$ cat config.mk
export PLATFORM = sky130hd
export DESIGN_NAME = spi_slave_gen_flat
export DESIGN_NICKNAME = d
export VERILOG_FILES = /design/src/rtl/spi_slave_gen_if.sv /design/src/rtl/spi_slave_gen.sv /design/src/flat_wrapper.sv
export SDC_FILE = /design/constraint.sdc
export NUM_CORES = 1
export LEC_CHECK = 0
export CORE_UTILIZATION = 45
export DETAILED_ROUTE_END_ITERATION = 16
export PLACE_DENSITY_LB_ADDON = 0.2
export SKIP_CTS_REPAIR_TIMING = 1
export SYNTH_ARGS = -nofsm -noshare
export SYNTH_HDL_FRONTEND = slang
export SYNTH_SLANG_ARGS = --single-unit
$ cat constraint.sdc
create_clock -name clk -period 1.7 [get_ports clk]
set_input_delay 0.255 -clock clk [delete_from_list [all_inputs] [get_ports clk]]
set_output_delay 0.255 -clock clk [all_outputs]
set_load 0.005 [all_outputs]
$ cat src/rtl/spi_slave_gen_if.sv
// rtl/spi_slave_gen_if.sv - pin and memory-handshake bundle for spi_slave_gen
interface spi_slave_gen_if #(
    parameter int DATA_W = 8,
    parameter int CMD_W  = 2
);
    localparam int FRAME_W = CMD_W + DATA_W;

    logic               SS_n;
    logic               MOSI;
    logic               MISO;
    logic [FRAME_W-1:0] rx_data;
    logic               rx_valid;
    logic               tx_valid;
    logic [DATA_W-1:0]  tx_data;
    logic               tx_ack;
    logic               frame_err;
    logic               busy;

    modport slave (
        input  SS_n, MOSI, tx_valid, tx_data,
        output MISO, rx_data, rx_valid, tx_ack, frame_err, busy
    );

    modport master (
        output SS_n, MOSI, tx_valid, tx_data,
        input  MISO, rx_data, rx_valid, tx_ack, frame_err, busy
    );
endinterface

$ cat src/rtl/spi_slave_gen.sv
// rtl/spi_slave_gen.sv - clk-sampled SPI slave: frame receive, read-data handshake and MISO read-out
module spi_slave_gen #(
    parameter int                DATA_W    = 8,
    parameter int                CMD_W     = 2,
    parameter bit                MSB_FIRST = 1'b1,
    parameter logic [CMD_W-1:0]  READ_CMD  = {CMD_W{1'b1}}
) (
    input  logic            clk,
    input  logic            rst_n,
    spi_slave_gen_if.slave  bus
);
    localparam int FRAME_W = CMD_W + DATA_W;
    localparam int CNT_W   = $clog2(FRAME_W + 1);

    localparam logic [CNT_W-1:0] LAST_IN  = CNT_W'(FRAME_W - 1);
    localparam logic [CNT_W-1:0] LAST_OUT = CNT_W'(DATA_W - 1);

    localparam logic [2:0] S_IDLE      = 3'd0;
    localparam logic [2:0] S_SHIFT_IN  = 3'd1;
    localparam logic [2:0] S_WAIT_TX   = 3'd2;
    localparam logic [2:0] S_SHIFT_OUT = 3'd3;
    localparam logic [2:0] S_DONE      = 3'd4;

    logic [2:0]         r_state;
    logic [CNT_W-1:0]   r_cnt;
    logic [FRAME_W-1:0] r_rx_shift;
    logic [FRAME_W-1:0] r_rx_data;
    logic [DATA_W-1:0]  r_tx_shift;
    logic               r_rx_valid;
    logic               r_tx_ack;
    logic               r_frame_err;
    logic               r_miso;
    logic               r_busy;

    logic [2:0]         w_next;
    logic [CNT_W-1:0]   w_bit_pos;
    logic [FRAME_W-1:0] w_frame;
    logic               w_tx_first;
    logic               w_tx_next;

    // Frame including the bit being sampled this edge, so the last bit can be decoded without a lag cycle
    always_comb begin
        w_bit_pos          = MSB_FIRST ? (LAST_IN - r_cnt) : r_cnt;
        w_frame            = r_rx_shift;
        w_frame[w_bit_pos] = bus.MOSI;
    end

    assign w_tx_first = MSB_FIRST ? bus.tx_data[DATA_W-1] : bus.tx_data[0];
    assign w_tx_next  = MSB_FIRST ? r_tx_shift[DATA_W-1]  : r_tx_shift[0];

    always_comb begin
        w_next = r_state;
        case (r_state)
            S_IDLE:      if (!bus.SS_n) w_next = S_SHIFT_IN;
            S_SHIFT_IN: begin
                if (bus.SS_n)
                    w_next = S_IDLE;
                else if (r_cnt == LAST_IN)
                    w_next = (w_frame[FRAME_W-1:DATA_W] == READ_CMD) ? S_WAIT_TX : S_DONE;
            end
            S_WAIT_TX: begin
                if (bus.SS_n)          w_next = S_IDLE;
                else if (bus.tx_valid) w_next = S_SHIFT_OUT;
            end
            S_SHIFT_OUT: begin
                if (bus.SS_n)                w_next = S_IDLE;
                else if (r_cnt == LAST_OUT)  w_next = S_DONE;
            end
            S_DONE:      if (bus.SS_n) w_next = S_IDLE;
            default:     w_next = S_IDLE;
        endcase
    end

    // Pulses and MISO default low every edge; only the active branch below raises them
    always_ff @(posedge clk or negedge rst_n) begin
        if (!rst_n) begin
            r_state     <= S_IDLE;
            r_cnt       <= '0;
            r_rx_shift  <= '0;
            r_rx_data   <= '0;
            r_tx_shift  <= '0;
            r_rx_valid  <= 1'b0;
            r_tx_ack    <= 1'b0;
            r_frame_err <= 1'b0;
            r_miso      <= 1'b0;
            r_busy      <= 1'b0;
        end else begin
            r_state     <= w_next;
            r_busy      <= (w_next != S_IDLE);
            r_rx_valid  <= 1'b0;
            r_tx_ack    <= 1'b0;
            r_frame_err <= 1'b0;
            r_miso      <= 1'b0;
            case (r_state)
                S_IDLE: begin
                    if (!bus.SS_n) begin
                        r_cnt      <= '0;
                        r_rx_shift <= '0;
                    end
                end
                S_SHIFT_IN: begin
                    if (bus.SS_n) begin
                        r_frame_err <= 1'b1;
                    end else begin
                        r_rx_shift <= w_frame;
                        r_cnt      <= r_cnt + 1'b1;
                        if (r_cnt == LAST_IN) begin
                            r_rx_data  <= w_frame;
                            r_rx_valid <= 1'b1;
                        end
                    end
                end
                S_WAIT_TX: begin
                    if (bus.SS_n) begin
                        r_frame_err <= 1'b1;
                    end else if (bus.tx_valid) begin
                        r_tx_ack   <= 1'b1;
                        r_miso     <= w_tx_first;
                        r_tx_shift <= MSB_FIRST ? (bus.tx_data << 1) : (bus.tx_data >> 1);
                        r_cnt      <= '0;
                    end
                end
                S_SHIFT_OUT: begin
                    if (bus.SS_n) begin
                        r_frame_err <= 1'b1;
                    end else if (r_cnt != LAST_OUT) begin
                        r_miso     <= w_tx_next;
                        r_tx_shift <= MSB_FIRST ? (r_tx_shift << 1) : (r_tx_shift >> 1);
                        r_cnt      <= r_cnt + 1'b1;
                    end
                end
                default: ;
            endcase
        end
    end

    assign bus.MISO      = r_miso;
    assign bus.rx_data   = r_rx_data;
    assign bus.rx_valid  = r_rx_valid;
    assign bus.tx_ack    = r_tx_ack;
    assign bus.frame_err = r_frame_err;
    assign bus.busy      = r_busy;
endmodule

$ cat src/flat_wrapper.sv
// flat-port wrapper written by rule: the top's interface ports become plain ports
module spi_slave_gen_flat 
#(
    parameter int                DATA_W    = 8,
    parameter int                CMD_W     = 2,
    parameter bit                MSB_FIRST = 1'b1,
    parameter logic [CMD_W-1:0]  READ_CMD  = {CMD_W{1'b1}}
)
  (clk, rst_n, bus_SS_n, bus_MOSI, bus_tx_valid, bus_tx_data, bus_MISO, bus_rx_data, bus_rx_valid, bus_tx_ack, bus_frame_err, bus_busy);
  spi_slave_gen_if #(.DATA_W(DATA_W), .CMD_W(CMD_W)) bus_i ();
  input  logic clk;
  input  logic rst_n;
  input wire logic [$bits(bus_i.SS_n)-1:0] bus_SS_n;
  input wire logic [$bits(bus_i.MOSI)-1:0] bus_MOSI;
  input wire logic [$bits(bus_i.tx_valid)-1:0] bus_tx_valid;
  input wire logic [$bits(bus_i.tx_data)-1:0] bus_tx_data;
  output wire logic [$bits(bus_i.MISO)-1:0] bus_MISO;
  output wire logic [$bits(bus_i.rx_data)-1:0] bus_rx_data;
  output wire logic [$bits(bus_i.rx_valid)-1:0] bus_rx_valid;
  output wire logic [$bits(bus_i.tx_ack)-1:0] bus_tx_ack;
  output wire logic [$bits(bus_i.frame_err)-1:0] bus_frame_err;
  output wire logic [$bits(bus_i.busy)-1:0] bus_busy;
  assign bus_i.SS_n = bus_SS_n;
  assign bus_i.MOSI = bus_MOSI;
  assign bus_i.tx_valid = bus_tx_valid;
  assign bus_i.tx_data = bus_tx_data;
  assign bus_MISO = bus_i.MISO;
  assign bus_rx_data = bus_i.rx_data;
  assign bus_rx_valid = bus_i.rx_valid;
  assign bus_tx_ack = bus_i.tx_ack;
  assign bus_frame_err = bus_i.frame_err;
  assign bus_busy = bus_i.busy;
  spi_slave_gen #(.DATA_W(DATA_W), .CMD_W(CMD_W), .MSB_FIRST(MSB_FIRST), .READ_CMD(READ_CMD)) u_core (.clk(clk), .rst_n(rst_n), .bus(bus_i));
endmodule
* Word level (Yosys, flattened, before mapping)
Index checks and enable logic that the tools add are counted.
** Operators by class
- Bitwise logic cells :: 1
- Multiplexer cells :: 41
- Reduce and logical (&&, ||, !) cells :: 11
- Add/subtract/negate cells :: 2
- $lt $le $gt $ge :: 2
- Equal/unequal tests :: 14
** Operator list (count)
- 8-bit 2-to-1 mux :: 4
- 3-bit 2-to-1 mux :: 9
- 4-bit 2-to-1 mux :: 6
- 10-bit 2-to-1 mux :: 2
- 10-bit case mux with 2 select lines :: 1
- 4-bit case mux with 4 select lines :: 1
- 8-bit case mux with 2 select lines :: 1
- 3-bit case mux with 5 select lines :: 1
- 1-bit 2-to-1 mux :: 13
- 10-bit bitwise mux :: 1
- 2-bit != test, second input constant :: 5
- 7-bit AND reduction :: 1
- 3-bit by 2-bit == test with 1-bit output, second input constant :: 2
- 3-bit AND reduction :: 2
- 4-bit by 5-bit less-than comparator with 1-bit output, second input constant :: 1
- 5-bit AND reduction :: 1
- 4-bit by 1-bit adder with 4-bit output, second input constant :: 1
- 1-bit demux with 4-bit select :: 1
- 4-bit by 3-bit == test with 1-bit output, second input constant :: 1
- 4-bit == test, second input constant :: 1
- 4-bit by 1-bit >= comparator with 1-bit output, second input constant :: 1
- 4-bit by 3-bit != test with 1-bit output, second input constant :: 1
- 2-bit nonzero test :: 2
- 4-bit nonzero test :: 1
- 11 further kinds :: 11
** Word-level totals
- Bits in registers :: 40
- Input port bits :: 13
- Word-level logic and storage cells :: 81
- Output and inout port bits :: 15

* Depth between registers and ports, before layout
- Depth after elaboration :: 12
- Mapped depth :: 8
- Depth with buffers taken out :: 6

* Worst setup path after synthesis
No wires, ideal clock.
- Kind :: register to register
- From :: register u_core.r_cnt[1]
- To :: register u_core.r_state[2]
- Path buffers :: 1
- Path slack :: -0.148 ns
- Clock period less this slack :: 1.848 ns
- Data arrival time :: 1.719 ns
- Stages on the path, launching flop included :: 8
- Cell sequence :: dfrtp_1 inv_1 ha_1 clkbuf_1 nand2b_1 or3b_1 a22oi_1 o22ai_1
** Between the ends
- Word-level cells in the longest chain between the ends :: 11
- Elaborated cells on any way between the ends :: 16
- Classes of those cells :: add/sub (1); order compare (2); eq/ne (3); mux (9); reduce/logical (1)
** RTL lines
- start: declaration :: line spi_slave_gen.sv:25 : logic [CNT_W-1:0] r_cnt;
- start signal: assignment :: line spi_slave_gen.sv:106 : r_cnt <= r_cnt + 1'b1;
- start signal: assignment :: line spi_slave_gen.sv:129 : r_cnt <= r_cnt + 1'b1;
- 4-bit subtractor :: line spi_slave_gen.sv:43 : w_bit_pos = MSB_FIRST ? (LAST_IN - r_cnt) : r_cnt;
- 4-bit by 5-bit less-than comparator with 1-bit output (not written as such) or 4-bit by 1-bit >= comparator with 1-bit output (tied branches) :: line spi_slave_gen.sv:45 : w_frame[w_bit_pos] = bus.MOSI;
- 1-bit logical AND (not written as such) :: line spi_slave_gen.sv:45
- 1-bit 2-to-1 mux (not written as such) :: line spi_slave_gen.sv:45
- 1-bit demux with 4-bit select
- 10-bit bitwise mux :: line spi_slave_gen.sv:45
- 2-bit == test :: line spi_slave_gen.sv:59 : w_next = (w_frame[FRAME_W-1:DATA_W] == READ_CMD) ? S_WAIT_TX : S_DONE;
- 3-bit 2-to-1 mux :: line spi_slave_gen.sv:59
- 3-bit 2-to-1 mux :: line spi_slave_gen.sv:58 : else if (r_cnt == LAST_IN)
- 3-bit 2-to-1 mux :: line spi_slave_gen.sv:56 : if (bus.SS_n)
- 3-bit case mux with 5 select lines (*) :: line spi_slave_gen.sv:53 : case (r_state)
- net u_core.w_next[2] :: line spi_slave_gen.sv:35 : logic [2:0] w_next;
- end signal: assignment :: line spi_slave_gen.sv:88 : r_state <= w_next;
- end: declaration :: line spi_slave_gen.sv:24 : logic [2:0] r_state;
Mark *: on every way through the listed nets, which the timed path passes. The rest lies on a longest branch.
A chain may end at the register's enable or synchronous reset.

* Final worst setup path
- From :: register u_core.r_cnt[1]
- To :: register u_core.r_rx_shift[5]
** Between the ends
- Word-level cells in the longest chain between the ends :: 8
- Elaborated cells on any way between the ends :: 9
- Classes of those cells :: add/sub (1); order compare (2); mux (5); reduce/logical (1)
** RTL lines
- 4-bit subtractor (*) :: line spi_slave_gen.sv:43
- 4-bit by 5-bit less-than comparator with 1-bit output (not written as such) or 4-bit by 1-bit >= comparator with 1-bit output (tied branches) :: line spi_slave_gen.sv:45
- 1-bit logical AND (not written as such) :: line spi_slave_gen.sv:45
- 1-bit 2-to-1 mux (not written as such) :: line spi_slave_gen.sv:45
- 1-bit demux with 4-bit select (*)
- 10-bit bitwise mux (*) :: line spi_slave_gen.sv:45
- 10-bit 2-to-1 mux (*) :: line spi_slave_gen.sv:102 : if (bus.SS_n) begin
- 10-bit case mux with 2 select lines (*) :: line spi_slave_gen.sv:94 : case (r_state)
- end signal: assignment :: line spi_slave_gen.sv:105 : r_rx_shift <= w_frame;
- end: declaration :: line spi_slave_gen.sv:26 : logic [FRAME_W-1:0] r_rx_shift;
Every way passes the cells marked *; elsewhere a longest branch is shown, timed or not. The select of a mux whose other input is x is not followed.

==> results.sh <==
export IMPL_status="finished with violations"
export IMPL_violations="hold timing, setup timing"
export IMPL_fin_area_mm2=0.00271
export IMPL_p_leak_uw=0.00126
export IMPL_p_seq_frac=0.425
export IMPL_viasPerCell=5.69
export IMPL_cp_end_kind="flop"
export IMPL_p_int_uw=1660
export IMPL_layout_commonest_cell="dfrtp_1"
export IMPL_critPathMaxFanout=7
export IMPL_regToRegEndpoint="u_core.r_rx_shift[5]$_DFFE_PN0P_"
export IMPL_multi_input_area_um2=991
export IMPL_grt_max_degree=40
export IMPL_final_cell_mix="dfrtp_1, clkdlybuf4s50_1, buf_4"
export IMPL_wirelength_mm=4.81
export IMPL_syn_area_per_cell_um2=9.92
export IMPL_fill_cells=307
export IMPL_place_inst=285
export IMPL_slew_headroom=0.676
export IMPL_finalClockSkew_ps=9.15
export IMPL_whs_ps=-0.516
export IMPL_grt_pass1_wl_mm=7.41
export IMPL_cp_data_required_time_ps=1850
export IMPL_ff_latch_area_um2=978
export IMPL_ctsRootBufferMaster="clkbuf_8"
export IMPL_post_route_util=0.657
export IMPL_gp_congestion=0.835
export IMPL_synth_cell_type_count=39
export IMPL_cts_made_buffers=5
export IMPL_p_switching_uw=625
export IMPL_cellPowerDensity_mw_per_mm2=844
export IMPL_r2r_start="u_core.r_cnt[1]$_DFFE_PN0P_"
export IMPL_hold_class="input pin to asynchronous set/reset pin"
export IMPL_dp_hpwl_mm=3.19
export IMPL_fin_crit_sh=1.05
export IMPL_die_area_mm2=0.00466
export IMPL_drtIter0Drc=129
export IMPL_power_frac_comb=0.231
export IMPL_synth_top_flop_cell="dfrtp_1"
export IMPL_syn_inst=199
export IMPL_cts_tree="done"
export IMPL_synth_edf_count=0
export IMPL_die_x_um=68.2
export IMPL_irDropWorstVdd_mv=0.748
export IMPL_setup_ws_ps=-81.3
export IMPL_pin_count=28
export IMPL_gr_total_overflow=0
export IMPL_drive_gt1_frac=0.247
export IMPL_pwr_share_clk=0.344
export IMPL_syn_to_final_growth_pct=37.0
export IMPL_cp_arrival_ps=1930
export IMPL_period_needed_ps=1780
export IMPL_setup_tns_ps=-81.3
export IMPL_synth_seq_cells=39
export IMPL_worst_setup_path_start_kind="flop"
export IMPL_syn_area_mm2=0.00197
export IMPL_reg2reg_depth=7
export IMPL_placed_area_mm2=0.00242
export IMPL_rsz0062_at_grt="true"
export IMPL_synth_nets=218
export IMPL_fmax_mhz=561
export IMPL_tightest_slew_ps=486
export IMPL_synth_async_sr_flop_share=1.00
export IMPL_clk_path_buf_depth=2
export IMPL_instances_no_fill=301
export IMPL_core_area_mm2=0.00412
export IMPL_setup_violations=1
export IMPL_nets=269
export IMPL_switching_share=0.274
export IMPL_wl_per_cell_um=16.0
export IMPL_ant_nets=0
export IMPL_path_clk_slew_ps=80
export IMPL_critPathKind="flop to flop"
export IMPL_num_rows=23
export IMPL_route_detailed_drc=0
export IMPL_drv_slew=0
export IMPL_antennaDiodeCount=0
export IMPL_grt_usage=0.219
export IMPL_die_h_um=68.2
export IMPL_maxCapViolations=0
export IMPL_grt_pass1_vias=1595
export IMPL_antenna_found_initial=0
export IMPL_clkSinkCount=39
export IMPL_clk_latency_ps=300
export IMPL_hold_viol_final=2
export IMPL_htreeDepth=2
export IMPL_vias=1714
export IMPL_rrSetupSlack_ps=-80
export IMPL_start_util=0.480
export IMPL_yosys_warnings=0
export IMPL_synth_seq_area_share=0.494
export IMPL_io_buffers=27
export IMPL_firstDrtPassIters=4
## kinds of logic after synthesis
logic type      Yosys count  synth area share
simple gates             60             0.166
compound gates           59             0.170
flops                    39             0.494
buf+inv                  19            0.0507
mux                      15            0.0767
fa+ha+maj                 6            0.0380
xor+xnor                  1           0.00444
## flip-flops by register name, indices dropped and copies added (netlist names)
name	count
u_core.bus.rx_data	10
u_core.bus.frame_err	1
u_core.r_state	3
u_core.bus.busy	1
u_core.r_rx_shift	10
u_core.r_cnt	4
u_core.r_tx_shift	7
u_core.bus.rx_valid	1
u_core.bus.MISO	1
u_core.bus.tx_ack	1
## Yosys cell counts, drive strengths merged, types with 4 or more instances
master  count  area share
a31oi       8       0.025
nand2      17       0.032
o21ai      33       0.084
nor3        4       0.016
nor2       10       0.019
ha          6       0.038
mux2i      14       0.071
inv         8       0.015
nand3      11       0.028
buf         6       0.026
dfrtp      39        0.49
clkbuf      5      0.0095
a21oi       9       0.023
## area by class of cell
type | count | area share
Multi-Input combinational cell | 141 | 0.366
Sequential cell | 39 | 0.362
Timing Repair Buffer | 55 | 0.194
Clock buffer | 5 | 0.0254
Tap cell | 50 | 0.0231
Clock inverter | 3 | 0.0162
Inverter | 8 | 0.0134
## per-layer routing
metal | wire, um | track usage
met5 | 0 | 0
met3 | 239 | 0.0517
met2 | 2300 | 0.336
met1 | 2180 | 0.296
met4 | 82 | 0.0885
## critical path: stages, from the launching register on
cell and delay (ps):
dfrtp_2 420, inv_4 60, ha_4 180, xnor2_4 260, clkbuf_16 210, a31oi_1 90
o21ai_0 250, o21ai_0 180
## power by group through the flow
stage                     clock network, uW  registers [uW]  logic [uW]
after floorplan                           0             983         220
after global placement                    0             985         340
after detailed placement                  0             988         354
after CTS                               797             969         358
after global routing                    837             974         559
final                                   784             971         527
## metrics by stage
stage	setup WS (ps)	power, uW
6_report	-81.3	2280
5_1_grt	-105	2370
4_1_cts	-146	2120
3_5_place_dp	-148	1340
3_3_place_gp	-117	1320
2_1_floorplan	-41.6	1200
## worst max path at each step
stage | from | end | slack (ps)
floorplan | u_core.r_cnt[1]$_DFFE_PN0P_ | u_core.r_state[2]$_DFF_PN0_ | -40
CTS | u_core.r_cnt[1]$_DFFE_PN0P_ | u_core.bus.rx_data[7]$_DFFE_PN0P_ | -150
detailed placement | bus_SS_n | u_core.r_state[1]$_DFF_PN0_ | -150
finish | u_core.r_cnt[1]$_DFFE_PN0P_ | u_core.r_rx_shift[5]$_DFFE_PN0P_ | -80
global route | u_core.r_state[2]$_DFF_PN0_ | u_core.r_rx_shift[5]$_DFFE_PN0P_ | -100
global placement | bus_SS_n | u_core.bus.rx_data[7]$_DFFE_PN0P_ | -120
(Power assumes the default switching activity.)
==> patch 1, RTL diff (same settings) <==
`MSB_FIRST` is set to 1'b1 in 2 places; all go to 1'b0.
--- a/src/rtl/spi_slave_gen.sv
+++ b/src/rtl/spi_slave_gen.sv
@@ -2,7 +2,7 @@
 module spi_slave_gen #(
     parameter int                DATA_W    = 8,
     parameter int                CMD_W     = 2,
-    parameter bit                MSB_FIRST = 1'b1,
+    parameter bit                MSB_FIRST = 1'b0,
     parameter logic [CMD_W-1:0]  READ_CMD  = {CMD_W{1'b1}}
 ) (
     input  logic            clk,
--- a/src/flat_wrapper.sv
+++ b/src/flat_wrapper.sv
@@ -3,7 +3,7 @@
 #(
     parameter int                DATA_W    = 8,
     parameter int                CMD_W     = 2,
-    parameter bit                MSB_FIRST = 1'b1,
+    parameter bit                MSB_FIRST = 1'b0,
     parameter logic [CMD_W-1:0]  READ_CMD  = {CMD_W{1'b1}}
 )
   (clk, rst_n, bus_SS_n, bus_MOSI, bus_tx_valid, bus_tx_data, bus_MISO, bus_rx_data, bus_rx_valid, bus_tx_ack, bus_frame_err, bus_busy);
Function: same outputs for any inputs over 10 cycles, from zero or initial values and one cycle with rst_n low; that may be too few to reach the edited logic, so the function may still have changed.
==> patch 1 against the unedited design <==
Synthesized area down 2.8%; power down 21%; count of clock-buffer cells in the layout unchanged; final area down 9.9%; utilization down 5.7 points; sequential cell count down 1; routed wire length down 12%; setup slack better by 160 ps; largest cell class is now registers.
==> patch 1: results <==
set metrics [dict create \
    status "completed" \
    gr-usage-met3_pct 5.743 \
    wl_met3_um 197 \
    routed_wl_mm 4.238 \
    met1_length_mm 1.921 \
    grt_pass1_wl_mm 7.100 \
    final-clk-cell-share_pct 3.236 \
    drive_above_1_share_pct 20.00 \
    max-vdd-ir-drop_uv 593.0 \
    multi_input_gates 121 \
    crit_arrival_ps 1790 \
    ys_top_cells_by_area "dfrtp_1 50%, mux2_2 7.0%, mux2i_1 5.7%" \
    intPower_mw 1.344 \
    min_period_ps 1618 \
    r2r_start "u_core.r_cnt[0]" \
    placed_cell_area_um2 2328 \
    pre_cts_slack_ps -240.4 \
    dpl.cell_count 260 \
    inv_count 7 \
    grt_max_degree 22 \
    regArea_um2 952.2 \
    wl_met2_mm 2.056 \
    dr_total_vias 1511 \
    avgSynthCellArea_um2 10.66 \
    gp_congestion 0.8323 \
    nets 237 \
    buffers 47 \
    via_per_inst 5.596 \
    synth_common_cells "38 x dfrtp_1, 21 x o21ai_0, 13 x nand2_1" \
    first_iter_violations 75 \
    worst_pin_slew_ps 484.0 \
    track_usage_pct 21.73 \
    fillCellCount 334 \
    cts_buffers 5 \
    path_delay_family "flip-flops" \
    slowest_stage "dfrtp_1" \
    whs_ps 454.0 \
    post-dp-hpwl_mm 2.985 \
    ff2ff_path_depth 4 \
    yosysSeqAreaShare_pct 49.54 \
    r2r_slack_ps 80 \
    p_leak_nw 1.103 \
    clk_latency_ps 290 \
    synth_nets 197 \
    first_global_vias 1517 \
    syn2layout_area_growth_pct 26.92 \
    met1_usage_pct 29.02 \
    endpoint "u_core.r_tx_shift[0]" \
    skew_ps 5.545 \
    numClockSinks 38 \
    grt.met2_usage_pct 33.38 \
    synth_area_um2 1919 \
    multi_input_area_um2 885.9 \
]
patch 1: changes by cell type after synthesis, sizes merged, moves of 3 or more:
| cell | change |
|---|---|
| o21ai | -4 |
| mux2i | -3 |
| nand2 | -4 |
| nand3b | +8 |
| nand3 | -10 |
| a21oi | -6 |
| clkbuf | +5 |
| nor2 | -7 |
| a31oi | -5 |
| nor3b | +4 |
| mux2 | +11 |
patch 1: power by group through the flow:
| stage | sequential, mW | clock (mW) | combinational, mW |
|---|---|---|---|
| 3_5_place_dp | 0.984 | 0 | 0.262 |
| 6_report | 0.968 | 0.578 | 0.265 |
| 5_1_grt | 0.971 | 0.638 | 0.295 |
| 3_3_place_gp | 0.981 | 0 | 0.253 |
| 2_1_floorplan | 0.974 | 0 | 0.151 |
| 4_1_cts | 0.966 | 0.595 | 0.265 |
patch 1: kinds of logic after synthesis:
kind of cell	Yosys count	synth area share, %
simple gates	48	15.39
compound gates	46	14.67
flops	38	49.54
mux	23	12.78
buf+inv	21	5.020
fa+ha+maj	4	2.608
==> patch 2, RTL diff (same settings) <==
Made on the original files. Make the reset (`rst_n`) synchronous in one clocked block.
--- a/src/rtl/spi_slave_gen.sv
+++ b/src/rtl/spi_slave_gen.sv
@@ -72,7 +72,7 @@
     end
 
     // Pulses and MISO default low every edge; only the active branch below raises them
-    always_ff @(posedge clk or negedge rst_n) begin
+    always_ff @(posedge clk) begin
         if (!rst_n) begin
             r_state     <= S_IDLE;
             r_cnt       <= '0;
Behaviour: differs if rst_n is asserted again (counterexample within 4 cycles, from zero or initial values and one cycle with rst_n low); with rst_n held inactive, the same outputs for 10 cycles.
==> patch 2 against the unedited design <==
Sequential cell count is the same; via count fell by 5.4%; synthesized area shrank 7.7%; final cell count shrank 2.0%; setup slack improved by 140 ps; critical path depth is 1 lower; routed wire length down 16%; final area down 11%.
Power is not compared: it rests on default switching activity, and its combinational part moved more than twofold at a synthesized area within 25%.
==> patch 2: results <==
set metrics [dict create \
    status "completed" \
    post-dp-hpwl_mm 2.994 \
    via_per_inst 5.498 \
    skew_ps 6.344 \
    met1_usage_pct 24.89 \
    clkSlewWorstSetupHoldPaths_ps 80 \
    startpoint "u_core.r_cnt[2]" \
    path_delay_family "simple AND/OR/NAND/NOR gates" \
    power_mw 1.849 \
    synth_common_cells "39 x dfxtp_1, 22 x nand3_1, 21 x nand2_1" \
    switching_share_pct 20.69 \
    nets 265 \
    ys_top_cells_by_area "dfxtp_1 43%, nand3_1 6.0%, o21ai_0 5.5%" \
    async_flop_share_pct 0 \
    track_usage_pct 21.30 \
    endpoint "u_core.r_state[1]" \
    critical-path-max-stage-delay_ps 380 \
    drt-pass1-iter-count 4 \
    yosysSeqAreaShare_pct 42.83 \
    ys_types 43 \
    wl_met3_um 131 \
    synth_nets 222 \
    routed_wl_mm 4.040 \
    met1_length_mm 1.854 \
    worst_slack_ps 53.85 \
    wl_met2_mm 2.008 \
    first_global_vias 1610 \
    drive_above_1_share_pct 19.03 \
    synthFlopType "dfxtp_1" \
    gp_congestion 0.8376 \
    grt_pass1_wl_mm 7.024 \
    whs_ps 457.3 \
    hold_class "reg -> reg" \
    crit_arrival_ps 1840 \
    worst_pin_slew_ps 407.5 \
    slowest_stage "or3b_1" \
    pre_cts_slack_ps -146.1 \
]
[patch 2: cell types whose count changed after synthesis, moves of 7 or more]
cell     delta
a31oi_1     -7
dfrtp_1    -39
dfxtp_1    +39
nand3_1    +11
o21ai_1    -10
[patch 2: per-stage QoR]
step | instance area [µm²] | cells
3_5_place_dp | 2280 | 287
2_1_floorplan | 1854 | 203
3_3_place_gp | 2280 | 287
5_1_grt | 2417 | 295
6_report | 2417 | 295
4_1_cts | 2397 | 295
[patch 2: cell families after synthesis]
family          share of synthesized area (%)
buf+inv                                 4.324
mux                                     4.393
flops                                   42.83
fa+ha+maj                               4.118
compound gates                          18.94
xor+xnor                               0.4805
simple gates                            24.92
[patch 2: area by class of cell]
type | instances | share of cell area [%]
inverter | 6 | 0.9317
multi-input combinational | 146 | 41.56
timing repair buffer | 48 | 17.70
clock inverter | 2 | 1.449
clock buffer | 6 | 3.416
tap | 48 | 2.484
sequential | 39 | 32.45
